File: src/rtl/uart_rx_if.sv
// Serial line in and byte/status handshake out of the uart_rx receiver.
// The receiver takes the master modport; the consumer (or a bench) takes slave.
interface uart_rx_if;
    logic       rx;
    logic       rdy_clr;
    logic [7:0] rxdata;
    logic       rdy;
    logic       frame_err;
    logic       overrun;
    logic       busy;

    modport master (input rx, rdy_clr, output rxdata, rdy, frame_err, overrun, busy);
    modport slave  (output rx, rdy_clr, input rxdata, rdy, frame_err, overrun, busy);
endinterface

File: src/rtl/uart_rx.sv
// 8N1 UART receiver: oversampled, 3-sample majority per bit, start-glitch rejection,
// single-entry holding register with rdy/rdy_clr handshake and framing/overrun pulses.
module uart_rx #(
    parameter int CLK_HZ     = 50_000_000,
    parameter int BAUD       = 115200,
    parameter int OVERSAMPLE = 16
) (
    input  logic      clk,
    input  logic      reset,
    uart_rx_if.master bus
);
    localparam int DIV_RAW = CLK_HZ / (BAUD * OVERSAMPLE);
    localparam int DIV     = (DIV_RAW < 1) ? 1 : DIV_RAW;
    localparam int DIV_W   = (DIV > 1) ? $clog2(DIV) : 1;
    localparam int S_W     = $clog2(OVERSAMPLE);
    localparam int M       = OVERSAMPLE / 2;

    localparam logic [DIV_W-1:0] DIV_LAST = DIV_W'(DIV - 1);
    localparam logic [S_W-1:0]   S_FIRST  = S_W'(M - 1);
    localparam logic [S_W-1:0]   S_MID    = S_W'(M);
    localparam logic [S_W-1:0]   S_DEC    = S_W'(M + 1);
    localparam logic [S_W-1:0]   S_LAST   = S_W'(OVERSAMPLE - 1);

    typedef enum logic [1:0] {IDLE, START, DATA, STOP} state_e;

    state_e           state_q, state_d;
    logic             rx_meta_q, rxs_q, rxs_prev_q;
    logic [DIV_W-1:0] div_q, div_d;
    logic [S_W-1:0]   s_q, s_d;
    logic [2:0]       bit_q, bit_d;
    logic [1:0]       samp_q, samp_d;
    logic [7:0]       shift_q, shift_d;
    logic [7:0]       rxdata_q, rxdata_d;
    logic             rdy_q, rdy_d;
    logic             frame_err_q, frame_err_d;
    logic             overrun_q, overrun_d;

    logic tick, maj, decide, bit_end;

    always_comb begin
        // NOTE: every signal gets a default before the case so no path infers a latch.
        tick    = (div_q == DIV_LAST);
        maj     = (samp_q[0] & samp_q[1]) | (samp_q[0] & rxs_q) | (samp_q[1] & rxs_q);
        decide  = tick && (s_q == S_DEC);
        bit_end = tick && (s_q == S_LAST);

        state_d     = state_q;
        div_d       = tick ? '0 : div_q + 1'b1;
        s_d         = tick ? (bit_end ? '0 : s_q + 1'b1) : s_q;
        bit_d       = bit_q;
        samp_d      = samp_q;
        shift_d     = shift_q;
        rxdata_d    = rxdata_q;
        rdy_d       = bus.rdy_clr ? 1'b0 : rdy_q;
        frame_err_d = 1'b0;
        overrun_d   = 1'b0;

        if (tick && s_q == S_FIRST) samp_d[0] = rxs_q;
        if (tick && s_q == S_MID)   samp_d[1] = rxs_q;

        case (state_q)
            IDLE: begin
                div_d = '0;
                s_d   = '0;
                if (rxs_prev_q && !rxs_q) state_d = START;
            end
            START: begin
                if (decide && maj) begin
                    state_d = IDLE;
                end else if (bit_end) begin
                    state_d = DATA;
                    bit_d   = 3'd0;
                end
            end
            DATA: begin
                if (decide) shift_d = {maj, shift_q[7:1]};
                if (bit_end) begin
                    if (bit_q == 3'd7) state_d = STOP;
                    bit_d = bit_q + 3'd1;
                end
            end
            STOP: begin
                // Leave at the decision point so an immediately following start bit is seen.
                if (decide) begin
                    state_d = IDLE;
                    if (maj) begin
                        rxdata_d  = shift_q;
                        rdy_d     = 1'b1;
                        overrun_d = rdy_q & ~bus.rdy_clr;
                    end else begin
                        frame_err_d = 1'b1;
                    end
                end
            end
            default: state_d = IDLE;
        endcase
    end

    // NOTE: sequential state uses non-blocking assignments so all flops update together.
    always_ff @(posedge clk or negedge reset) begin
        if (!reset) begin
            state_q     <= IDLE;
            rx_meta_q   <= 1'b1;
            rxs_q       <= 1'b1;
            rxs_prev_q  <= 1'b1;
            div_q       <= '0;
            s_q         <= '0;
            bit_q       <= '0;
            samp_q      <= '0;
            shift_q     <= '0;
            rxdata_q    <= '0;
            rdy_q       <= 1'b0;
            frame_err_q <= 1'b0;
            overrun_q   <= 1'b0;
        end else begin
            state_q     <= state_d;
            rx_meta_q   <= bus.rx;
            rxs_q       <= rx_meta_q;
            rxs_prev_q  <= rxs_q;
            div_q       <= div_d;
            s_q         <= s_d;
            bit_q       <= bit_d;
            samp_q      <= samp_d;
            shift_q     <= shift_d;
            rxdata_q    <= rxdata_d;
            rdy_q       <= rdy_d;
            frame_err_q <= frame_err_d;
            overrun_q   <= overrun_d;
        end
    end

    assign bus.rxdata    = rxdata_q;
    assign bus.rdy       = rdy_q;
    assign bus.frame_err = frame_err_q;
    assign bus.overrun   = overrun_q;
    assign bus.busy      = (state_q != IDLE);
endmodule

File: src/flat_wrapper.sv
// flat-port wrapper written by rule: the top's interface ports become plain ports
module uart_rx_flat 
#(
    parameter int CLK_HZ     = 50_000_000,
    parameter int BAUD       = 115200,
    parameter int OVERSAMPLE = 16
)
  (clk, reset, bus_rx, bus_rdy_clr, bus_rxdata, bus_rdy, bus_frame_err, bus_overrun, bus_busy);
  uart_rx_if bus_i ();
  input  logic clk;
  input  logic reset;
  input wire logic [$bits(bus_i.rx)-1:0] bus_rx;
  input wire logic [$bits(bus_i.rdy_clr)-1:0] bus_rdy_clr;
  output wire logic [$bits(bus_i.rxdata)-1:0] bus_rxdata;
  output wire logic [$bits(bus_i.rdy)-1:0] bus_rdy;
  output wire logic [$bits(bus_i.frame_err)-1:0] bus_frame_err;
  output wire logic [$bits(bus_i.overrun)-1:0] bus_overrun;
  output wire logic [$bits(bus_i.busy)-1:0] bus_busy;
  assign bus_i.rx = bus_rx;
  assign bus_i.rdy_clr = bus_rdy_clr;
  assign bus_rxdata = bus_i.rxdata;
  assign bus_rdy = bus_i.rdy;
  assign bus_frame_err = bus_i.frame_err;
  assign bus_overrun = bus_i.overrun;
  assign bus_busy = bus_i.busy;
  uart_rx #(.CLK_HZ(CLK_HZ), .BAUD(BAUD), .OVERSAMPLE(OVERSAMPLE)) u_core (.clk(clk), .reset(reset), .bus(bus_i));
endmodule
File: config.mk
export PLATFORM = sky130hd
export DESIGN_NAME = uart_rx_flat
export DESIGN_NICKNAME = d
export VERILOG_FILES = /design/src/rtl/uart_rx_if.sv /design/src/rtl/uart_rx.sv /design/src/flat_wrapper.sv
export SDC_FILE = /design/constraint.sdc
export NUM_CORES = 1
export LEC_CHECK = 0
export BUFFER_PORTS_ARGS = -buffer_cell sky130_fd_sc_hd__buf_2
export CORE_ASPECT_RATIO = 0.7
export CORE_MARGIN = 5
export CORE_UTILIZATION = 25
export CTS_CLUSTER_DIAMETER = 50
export DETAILED_ROUTE_END_ITERATION = 7
export PLACE_DENSITY_LB_ADDON = 0.08
export SLEW_MARGIN = 0
export SYNTH_ARGS = -nofsm -noshare
export SYNTH_HDL_FRONTEND = slang
export SYNTH_SLANG_ARGS = --single-unit
File: constraint.sdc
create_clock -name clk -period 2.5 [get_ports clk]
set_input_delay 0 -clock clk [delete_from_list [all_inputs] [get_ports clk]]
set_output_delay 0 -clock clk [all_outputs]
set_load 0.005 [all_outputs]
## Word level (Yosys, flattened, before mapping)

Index checks and enable logic that the tools add are counted.

- Add/subtract/negate cells: 3
- Mux-type cells: 26
- Bitwise gates (word level): 7
- Reductions and logical operators: 15
- Equal/unequal tests: 16

Operator list:

| kind | count |
|---|---|
| $eq 4x4->1 const B | 3 |
| $mux 2 | 6 |
| $mux 4 | 3 |
| $mux 1 | 10 |
| $mux 5 | 2 |
| $ne 2x1->1 const B | 5 |
| $mux 3 | 3 |
| $pmux 2 s4 | 1 |
| $logic_and 1x1->1 | 6 |
| $pmux 3 s2 | 1 |
| $reduce_bool 2->1 | 3 |
| $add 5x1->5 const B | 1 |
| $eq 5x5->1 const B | 1 |
| $reduce_and 5->1 | 1 |
| $add 4x1->4 const B | 1 |
| $and 1x1->1 | 4 |
| $eq 2x2->1 const B | 2 |
| $eq 4x3->1 const B | 1 |
| $reduce_and 4->1 | 1 |
| $add 3x1->3 const B | 1 |
| $eq 3x3->1 const B | 1 |
| $ne 3x1->1 const B | 1 |
| $reduce_and 3->1 | 1 |
| $eq 2x1->1 const B | 1 |
| other kinds (6) | 7 |

- Input bits: 4
- Logic and storage cells: 81
- Flip-flop bits (word level): 38

## Depth between registers and ports, before layout

Gate-level depths: netlist of run 1.

- Depth in word-level cells: 6
- Gate-level depth with buffers: 7
- Mapped depth without buffers: 6

## Worst setup path before layout of run 1

No wires, ideal clock.

- Path kind: reg2reg
- From: reg u_core.div_q[0]
- To: reg u_core.samp_q[1]
- Setup slack: 0.826 ns
- Data required time: 2.375 ns
- Path buffers: 1
- Data arrival time: 1.549 ns
- Cell stages (with the launch flop): 8
- Cell sequence: dfrtp_1 -> inv_1 -> ha_1 -> and4b_1 -> buf_6 -> nand2_2 -> nor3b_2 -> mux2_2

- Cells in the longest elaborated chain, start to end: 2

RTL lines:

| item | line | source |
|---|---|---|
| start: declaration | uart_rx.sv:28 | `logic [DIV_W-1:0] div_q, div_d;` |
| start signal: assignment | uart_rx.sv:120 | `div_q <= div_d;` |
| $eq 5x5->1 | uart_rx.sv:42 | `tick = (div_q == DIV_LAST);` |
| $logic_and 1x1->1 | uart_rx.sv:59 | `if (tick && s_q == S_MID) samp_d[1] = rxs_q;` |
| end signal: assignment | uart_rx.sv:123 | `samp_q <= samp_d;` |
| end: declaration | uart_rx.sv:31 | `logic [1:0] samp_q, samp_d;` |

Every way passes these cells.
A chain may end at the register's enable or synchronous reset.

## Worst setup path in the final report of run 1

Same ends and word-level chain as after synthesis.

==> flow_summary_export.csv, run 1 <==
group,metric,value,unit
floorplanning,num_rows,25,
critical_path,end_kind,"flip-flop",
detailed_routing,ant_nets,0,
worst_hold_path,holdCritStartpoint,"bus_rx",
placement,place_inst,239,
finish,fin_nets,166,
clock_tree,holdBufCountCts,3,
clock_tree,cts_setup_buffers,0,
worst_hold_path,holdPathEnd,"u_core.rx_meta_q",
finish,multi_input_area,744.5,sq um
global_route,grt_pass1_vias,1150,
yosys,ys_seq_area_frac,0.5481,
yosys,yosysUniqueCellTypes,38,
floorplanning,die_w,109.8,um
global_route,antenna_found_initial,0,
yosys,yosys-top-cells-area,"dfrtp_1 (50%), mux2_2 (7.1%), mux2_4 (6.9%)",
yosys,synth-async-reset-ratio,1.000,
yosys,postSynthAreaPerCell,13.10,sq um
clock_tree,cts_max_path_buffers,2,
critical_path,worstPathRequired,2.68,ns
detailed_routing,num_vias,1054,
floorplanning,coreArea,0.006756,sq mm
yosys,syn-num-nets,144,
detailed_routing,post-route-drc-count,0,
floorplanning,start_util,0.2578,
placement,hpwlAfterDp,2.260,mm
pwr,p_total,1.640,mW
critical_path,cp-start-kind,"flip-flop",
critical_path,arrival,2.10,ns
pwr,power_density,787.3,mW/mm^2
timing,finalSetupViolations,0,
global_route,track_usage,0.08966,
worst_hold_path,holdPathStages,2,
finish,nFillCells,694,
timing,whs,0.3442,ns
timing,rsz0062_at_grt,"false",
clock_tree,htreeDepth,2,
detailed_routing,wl_per_cell,13.29,um
critical_path,rr_worst_depth,6,
run,cap_violations,0,
detailed_routing,vias_per_cell,4.216,
timing,finalHoldViolations,0,
floorplanning,num_io_pins,16,
timing,period_minus_slack,1.918,ns
yosys,synth_edf_count,0,
critical_path,crit_path_max_incr_delay,0.43,ns
global_route,overflow,0,
finish,seq_area,954.7,sq um
finish,area_growth,19.61,%
placement,io_buffers,15,
detailed_routing,wirelength,3.323,mm
detailed_routing,dr.pass1.iters,4,
yosys,ys.flop_type,"dfrtp_1",
finish,final_util,0.3083,
clock_tree,cts_sinks,38,
timing,setup_tns,0,ns
clock_tree,path_clk_slew,0.08,ns
yosys,synthTopCellsByCount,"dfrtp_1 (35), mux2_2 (11), nor2_1 (11), mux2_4 (8)",
yosys,ys_ff_latch,38,
yosys,syn-cell-area,0.001742,sq mm
pwr,peakVddDrop,0.2687,mV
finish,antenna_cells,0,
global_route,grt_max_degree,39,
critical_path,crit-reg2reg-capture,"u_core.samp_q[1]",
timing,relSlewSlack,0.3986,
critical_path,rr_startpoint,"u_core.div_q[0]",
floorplanning,die_area,0.008763,sq mm
clock_tree,cts_root_buf,"clkbuf_8",
clock_tree,clock_latency,0.29,ns
critical_path,critPathKind,"flip-flop to flip-flop",
finish,stdcell_count,250,
detailed_routing,drtIter0Drc,24,
floorplanning,die_y,79.84,um
critical_path,path_cells,"inv_1 -> ha_1 -> and4b_1 -> nand2_2 -> nor3b_2 -> mux2_2",
finish,layout-drive-gt1-share,0.3462,
critical_path,reg2reg_slack,0.58,ns
yosys,synth.most_common_cell,"dfrtp_1",
yosys,synth_top_area_cell,"dfrtp_1",
critical_path,crit_slowest_cell,"and4b_1",
worst_hold_path,min_path_type,"input port to flip-flop",
placement,place_congestion,0.7400,
timing,fin_crit_sh,0.7674,
pwr,leakagePower,1.062,nW
clock_tree,cts_buffers,5,
timing,worstMarginPinSlew,0.9021,ns
critical_path,path_max_fanout,7,
global_route,grt_pass1_wl,5.927,mm
timing,drv_slew,0,
timing,finClkSkew,0.007690,ns
clock_tree,tritoncts,"built",
clock_tree,post_cts_resized,0,
timing,max_freq,521.3,MHz
yosys,yosysWarnings,0,
status,status,"complete, no violations",
yosys,synth_top_area_frac,0.5029,
yosys,synthCells,133,
## logic make-up (layout without fill, tap and decap cells)
kind of cell             Yosys count  count (layout)  synth area share
AND/OR/NAND/NOR                   42              42            0.1573
flip-flops                        38              38            0.5481
multiplexers                      19              19            0.1401
AO/OA/AOI/OAI                     14              14           0.05317
adder cells (fa/ha/maj)            8               8           0.05675
buffers and inverters              8              31           0.02442
XOR/XNOR                           4               4           0.02012
## area by class of cell
type,count,share of cell area
clock buffer,6,0.03964
sequential,38,0.4583
timing repair buffer,18,0.05045
multi-input combinational,87,0.3574
inverter,5,0.009009
clock inverter,2,0.02883
tap,94,0.05646
## worst max path at each step
| stage | startpoint | to | slack (ns) | depth (start not counted) |
|---|---|---|---|---|
| floorplan | u_core.div_q[0] | u_core.samp_q[1] | 0.83 | 7 |
| global route | u_core.div_q[0] | u_core.samp_q[1] | 0.46 | 6 |
| detailed placement | u_core.div_q[0] | u_core.samp_q[1] | 0.57 | 6 |
| finish | u_core.div_q[0] | u_core.samp_q[1] | 0.58 | 6 |
| CTS | u_core.div_q[0] | u_core.samp_q[1] | 0.57 | 6 |
| global placement | u_core.div_q[0] | u_core.samp_q[1] | 0.63 | 6 |
## sequential cells by signal, indices dropped and copies added (netlist names), named ones only
name / flops
u_core.state_q: 1
u_core.samp_q: 2
u_core.bus.rxdata: 8
u_core.bus.overrun: 1
u_core.div_q: 5
u_core.bus.frame_err: 1
u_core.bus.rdy: 1
u_core.rx_meta_q: 1
u_core.rxs_prev_q: 1
u_core.bit_q: 3
u_core.rxs_q: 1
u_core.shift_q: 8
u_core.s_q: 4
## routing by layer
metal,vias to the layer above,share of wire,track usage
met3,7,0.029,0.02264
met2,15,0.42,0.1224
met4,0,0.022,0.04483
met5,-,0,0
li1,510,-,-
met1,522,0.53,0.1292
## metrics by stage
stage / cell area [sq um] / worst slack (ns)
3_3_place_gp: 1911 / 0.6278
4_1_cts: 2083 / 0.5693
3_5_place_dp: 1911 / 0.5655
5_1_grt: 2083 / 0.4620
6_report: 2083 / 0.5815
2_1_floorplan: 1742 / 0.8258
## worst max-delay path: cells and delay by family, from the launching register on
family / cells / cell delay, ns
adders and majority gates: 1 / 0.20
and+or+nand+nor: 3 / 0.79
DFF: 1 / 0.41
muxes: 1 / 0.35
buffers and inverters: 1 / 0.07
## power by group
part	switching (mW)	internal, mW	leakage (nW)	total, mW
clock	0.230	0.426	0.0714	0.656
sequential	0.0771	0.679	0.503	0.756
combinational	0.123	0.104	0.487	0.228
total	0.431	1.21	1.06	1.64
## cell usage in the layout, fill, tap and decap left out, drive strengths merged
cell / instances
a2111oi: 1
a211oi: 1
a21oi: 6
a22o: 2
a2bb2oi: 1
a311oi: 1
and2: 2
and3: 1
and4b: 1
buf: 15
bufinv: 2
clkbuf: 6
dfrtp: 35
dfstp: 3
dlygate4sd3: 3
ha: 7
inv: 5
maj3: 1
mux2: 19
nand2: 9
nand2b: 2
nand3: 4
nand4: 1
nand4b: 2
nor2: 11
nor2b: 2
nor3: 5
nor3b: 2
o21ai: 2
xnor2: 1
xor2: 3
Power figures use the tool's default switching activity.
==> run 2, diff against run 1 <==
Clock period 2.5 ns to 1.65 ns, I/O delays scaled along.
==> flow_summary_export.csv, run 2 (same netlist as run 1, synthesis figures left out) <==
group,metric,value,unit
clock_tree,path_clk_slew,0.08,ns
detailed_routing,wl_per_cell,13.96,um
timing,postLayoutSetupSlackWorst,-0.01076,ns
finish,final_util,0.3304,
clock_tree,clock_latency,0.29,ns
floorplanning,coreArea,0.006756,sq mm
pwr,leakagePower,1.140,nW
placement,place_inst,259,
placement,io_buffers,15,
detailed_routing,num_vias,1129,
placement,placed_area,0.002063,sq mm
finish,seq_area,954.7,sq um
clock_tree,cts_sinks,38,
run,cap_violations,0,
detailed_routing,post-route-drc-count,0,
finish,nFillCells,693,
clock_tree,htreeDepth,2,
finish,antenna_cells,0,
floorplanning,start_util,0.2578,
finish,fin_nets,187,
critical_path,end_kind,"flip-flop",
critical_path,crit_slowest_cell,"dfrtp_1",
global_route,grt_pass1_wl,6.072,mm
placement,hpwlAfterDp,2.572,mm
critical_path,arrival,1.84,ns
global_route,antenna_found_initial,0,
timing,finalHoldViolations,0,
worst_hold_path,min_path_type,"input port to asynchronous set/reset pin",
finish,final_common_cell,"dfrtp_1",
timing,relSlewSlack,0.6599,
detailed_routing,wirelength,3.783,mm
clock_tree,cts_max_path_buffers,2,
status,status,"finished with violations",
status,violations,"negative setup slack",
detailed_routing,ant_nets,0,
timing,rsz0062_at_grt,"true",
pwr,peakVddDrop,0.4469,mV
global_route,track_usage,0.09278,
global_route,overflow,0,
critical_path,crit_path_max_incr_delay,0.38,ns
floorplanning,die_area,0.008763,sq mm
timing,whs,0.2986,ns
detailed_routing,drtIter0Drc,40,
critical_path,worstPathRequired,1.83,ns
floorplanning,die_y,79.84,um
floorplanning,num_io_pins,16,
timing,fin_crit_sh,1.007,
floorplanning,num_rows,25,
global_route,grt_max_degree,39,
finish,final_cell_mix,"dfrtp_1 (35), buf_4 (20), buf_2 (15)",
critical_path,path_cells,"inv_1 -> ha_2 -> and4b_2 -> nand2_2 -> nor3b_2 -> mux2_4",
critical_path,path_max_fanout,3,
timing,finalSetupViolations,9,
floorplanning,die_w,109.8,um
critical_path,critPathKind,"flip-flop to flip-flop",
placement,place_congestion,0.7409,
detailed_routing,dr.pass1.iters,4,
global_route,grt_pass1_vias,1151,
timing,drv_slew,0,
timing,finClkSkew,0.008925,ns
timing,worstMarginPinSlew,0.5101,ns
finish,final_area,0.002232,sq mm
finish,layout-drive-gt1-share,0.4915,
pwr,power_density,1028,mW/mm^2
clock_tree,cts_buffers,5,
critical_path,cp-start-kind,"flip-flop",
timing,max_freq,602.1,MHz
timing,period_minus_slack,1.661,ns
clock_tree,tritoncts,"built",
detailed_routing,vias_per_cell,4.166,
clock_tree,cts_root_buf,"clkbuf_8",
finish,area_growth,28.16,%
finish,stdcell_count,271,
finish,multi_input_area,792.0,sq um
==> run 2: report_power, final <==
part / total, mW / internal, mW / leakage (nW) / switching, mW
Sequential: 1.13 / 1.03 / 0.503 / 0.0966
Combinational: 0.545 / 0.286 / 0.592 / 0.259
Clock: 0.625 / 0.293 / 0.0450 / 0.332
Total: 2.30 / 1.61 / 1.14 / 0.687
==> run 2: path summary, 6_finish.rpt <==
kind / start / to / slack (ns) / cells past startpoint
setup / recovery: u_core.div_q[0] / u_core.samp_q[1] / -0.01 / 6
hold / removal: reset / asynchronous set/reset pin / 0.30 / 3
setup reg to reg: u_core.div_q[0] / u_core.samp_q[1] / -0.01 / 6
hold reg to reg: u_core.rx_meta_q / u_core.rxs_q / 0.37 / 0
max in group asynchronous: reset / u_core.rxs_prev_q / 0.99 / 3
min in group clk: bus_rx / u_core.rx_meta_q / 0.36 / 2
==> run 2: through the flow <==
stage / worst slack (ns) / total power [mW] / setup TNS, ns
2_1_floorplan: 0.002771 / 1.413 / 0
3_3_place_gp: -0.05720 / 1.651 / -0.5685
3_5_place_dp: -0.07667 / 1.667 / -0.3183
4_1_cts: -0.03224 / 2.323 / -0.3013
5_1_grt: -0.1090 / 2.430 / -0.9353
6_report: -0.01076 / 2.296 / -0.04333
==> run 2: area by class of cell <==
| cell class | instances | share of cell area |
|---|---|---|
| well taps | 94 | 0.05269 |
| clock inverters | 2 | 0.004484 |
| repair buffers | 39 | 0.1194 |
| inverters | 5 | 0.008408 |
| clock buffers | 6 | 0.03251 |
| flip-flops and latches | 38 | 0.4277 |
| multi-input cells | 87 | 0.3548 |
==> run 2: critical path: cells and delay by family (launching register included) <==
kind,cells,cell delay (ns)
AND/OR/NAND/NOR,3,0.60
multiplexers,1,0.32
flip-flops,1,0.38
adder cells (fa/ha/maj),1,0.20
buffers and inverters,1,0.06
==> run 2: layer usage <==
metal / track usage / wire length (um)
met5: 0 / 0
met4: 0.03736 / 51
met1: 0.1396 / 1998
met3: 0.02506 / 103
met2: 0.1224 / 1631
==> run 2: what timing repair did <==
action,in CTS,in global routing
gates cloned,0,0
hold buffers,3,0
pin swaps,2,1
buffers inserted,0,1
endpoints found under the setup margin,11,24
hold endpoints to repair,38,0
resized for setup,3,12
==> run 3, diff against run 2 <==
Settings changed: CTS_BUF_LIST from default to sky130_fd_sc_hd__clkbuf_8.
==> flow_summary_export.csv, run 3 (same netlist as run 1, synthesis figures left out) <==
group,metric,value,unit
status,status,"finished with violations",
status,violations,"negative setup slack",
global_route,grt_pass1_vias,1151,
detailed_routing,dr.pass1.iters,4,
detailed_routing,wl_met3,103,um
placement,dp_worst_setup_slack,-0.07667,ns
floorplanning,die_area,0.008763,sq mm
timing,finClkSkew,0.009176,ns
pwr,p_total,2.290,mW
critical_path,crit_family,"simple AND/OR/NAND/NOR gates",
pwr,peakVddDrop,0.4469,mV
global_route,track_usage,0.09278,
critical_path,worstPathRequired,1.83,ns
timing,postLayoutSetupSlackWorst,-0.01043,ns
critical_path,cp-start-kind,"flip-flop",
detailed_routing,wl_met2,1.631,mm
floorplanning,die_w,109.8,um
clock_tree,cts_max_path_buffers,2,
detailed_routing,drtIter0Drc,40,
critical_path,path_max_fanout,3,
critical_path,path_cells,"inv_1 -> ha_2 -> and4b_2 -> nand2_2 -> nor3b_2 -> mux2_4",
critical_path,cp.depth,6,
global_route,grt_max_degree,39,
clock_tree,cts_root_buf,"clkbuf_8",
detailed_routing,vias_per_cell,4.166,
clock_tree,path_clk_slew,0.08,ns
critical_path,crit_path_max_incr_delay,0.38,ns
placement,place_inst,259,
finish,stdcell_count,271,
finish,area_growth,28.16,%
timing,fin_crit_sh,1.006,
global_route,grt_pass1_wl,6.072,mm
clock_tree,cts_sinks,38,
critical_path,arrival,1.84,ns
finish,antenna_cells,0,
pwr,power_density,1026,mW/mm^2
timing,worstMarginPinSlew,0.5101,ns
timing,relSlewSlack,0.6599,
pwr,leakagePower,1.144,nW
clock_tree,tritoncts,"built",
finish,fin_nets,187,
critical_path,path_buf_inv,1,
run,cap_violations,0,
finish,final_common_cell,"dfrtp_1",
placement,io_buffers,15,
detailed_routing,num_vias,1129,
timing,finalSetupViolations,9,
timing,drv_slew,0,
floorplanning,coreArea,0.006756,sq mm
detailed_routing,ant_nets,0,
detailed_routing,wl_met1,1.998,mm
global_route,antenna_found_initial,0,
critical_path,end_kind,"flip-flop",
detailed_routing,post-route-drc-count,0,
finish,layout-drive-gt1-share,0.4915,
finish,final_cell_mix,"dfrtp_1 (35), buf_4 (20), buf_2 (15)",
timing,finalHoldViolations,0,
timing,rsz0062_at_grt,"true",
detailed_routing,wl_per_cell,13.96,um
timing,period_minus_slack,1.660,ns
finish,nFillCells,693,
clock_tree,htreeDepth,2,
critical_path,rr_worst_depth,6,
placement,place_congestion,0.7409,
critical_path,crit_slowest_cell,"dfrtp_1",
floorplanning,num_io_pins,16,
detailed_routing,wirelength,3.783,mm
worst_hold_path,min_path_type,"input port to asynchronous set/reset pin",
global_route,overflow,0,
critical_path,critPathKind,"flip-flop to flip-flop",
clock_tree,clock_latency,0.29,ns
floorplanning,num_rows,25,
detailed_routing,top_layer,"met4",
floorplanning,start_util,0.2578,
floorplanning,die_y,79.84,um
placement,hpwlAfterDp,2.572,mm
clock_tree,cts_buffers,5,
timing,max_freq,602.3,MHz
-- run 3: metal layers --
layer | vias to the layer above | global-route usage
met5 | - | 0
met4 | 0 | 0.03736
met3 | 5 | 0.02506
met2 | 16 | 0.1224
met1 | 555 | 0.1396
li1 | 553 | -
-- run 3: tightest hold or removal path, cell delays in order --
cell           delay [ns]
dlygate4sd3_1        0.52
buf_2                0.09
buf_4                0.42
-- run 3: worst paths after layout --
| path | startpoint | endpoint | slack (ns) |
|---|---|---|---|
| worst max-delay path | u_core.div_q[0] | u_core.samp_q[1] | -0.01 |
| worst min-delay path | reset | asynchronous set/reset pin | 0.30 |
| worst max register to register | u_core.div_q[0] | u_core.samp_q[1] | -0.01 |
| worst min register to register | u_core.rx_meta_q | u_core.rxs_q | 0.37 |
| max in group asynchronous | reset | u_core.rxs_prev_q | 0.99 |
| min in group clk | bus_rx | u_core.rx_meta_q | 0.36 |
-- run 3: layout make-up --
class                   instances  area, sq um  share of cell area
clock buffers                   5        68.82             0.03083
flip-flops and latches         38        954.7              0.4277
well taps                      94        117.6             0.05269
repair buffers                 39        266.5              0.1194
inverters                       5        18.77            0.008408
clock inverters                 3        13.76            0.006166
multi-input cells              87        792.0              0.3548
-- run 3: where the power goes --
part	leakage, nW	internal [mW]	switching (mW)
sequential	0.503	1.03	0.0966
clock	0.0491	0.287	0.332
combinational	0.592	0.286	0.259
-- run 3: what timing repair did --
item,in CTS,in global routing
setup endpoints to repair,11,24
resized for setup,3,12
setup buffers,0,1
pin swaps,2,1
hold endpoints to repair,38,0
hold buffers,3,0
-- run 3: metrics by stage --
step                      TNS [ns]  utilization  hold slack, ns  cell area, sq um
final                     -0.04171       0.3304          0.2986              2232
after global routing       -0.9307       0.3304          0.3539              2232
after CTS                  -0.2996       0.3231          0.3103              2183
after detailed placement   -0.3183       0.3054          0.1012              2063
after global placement     -0.5685       0.3054         0.08309              2063
after floorplan                  0            -         -0.2956              1744
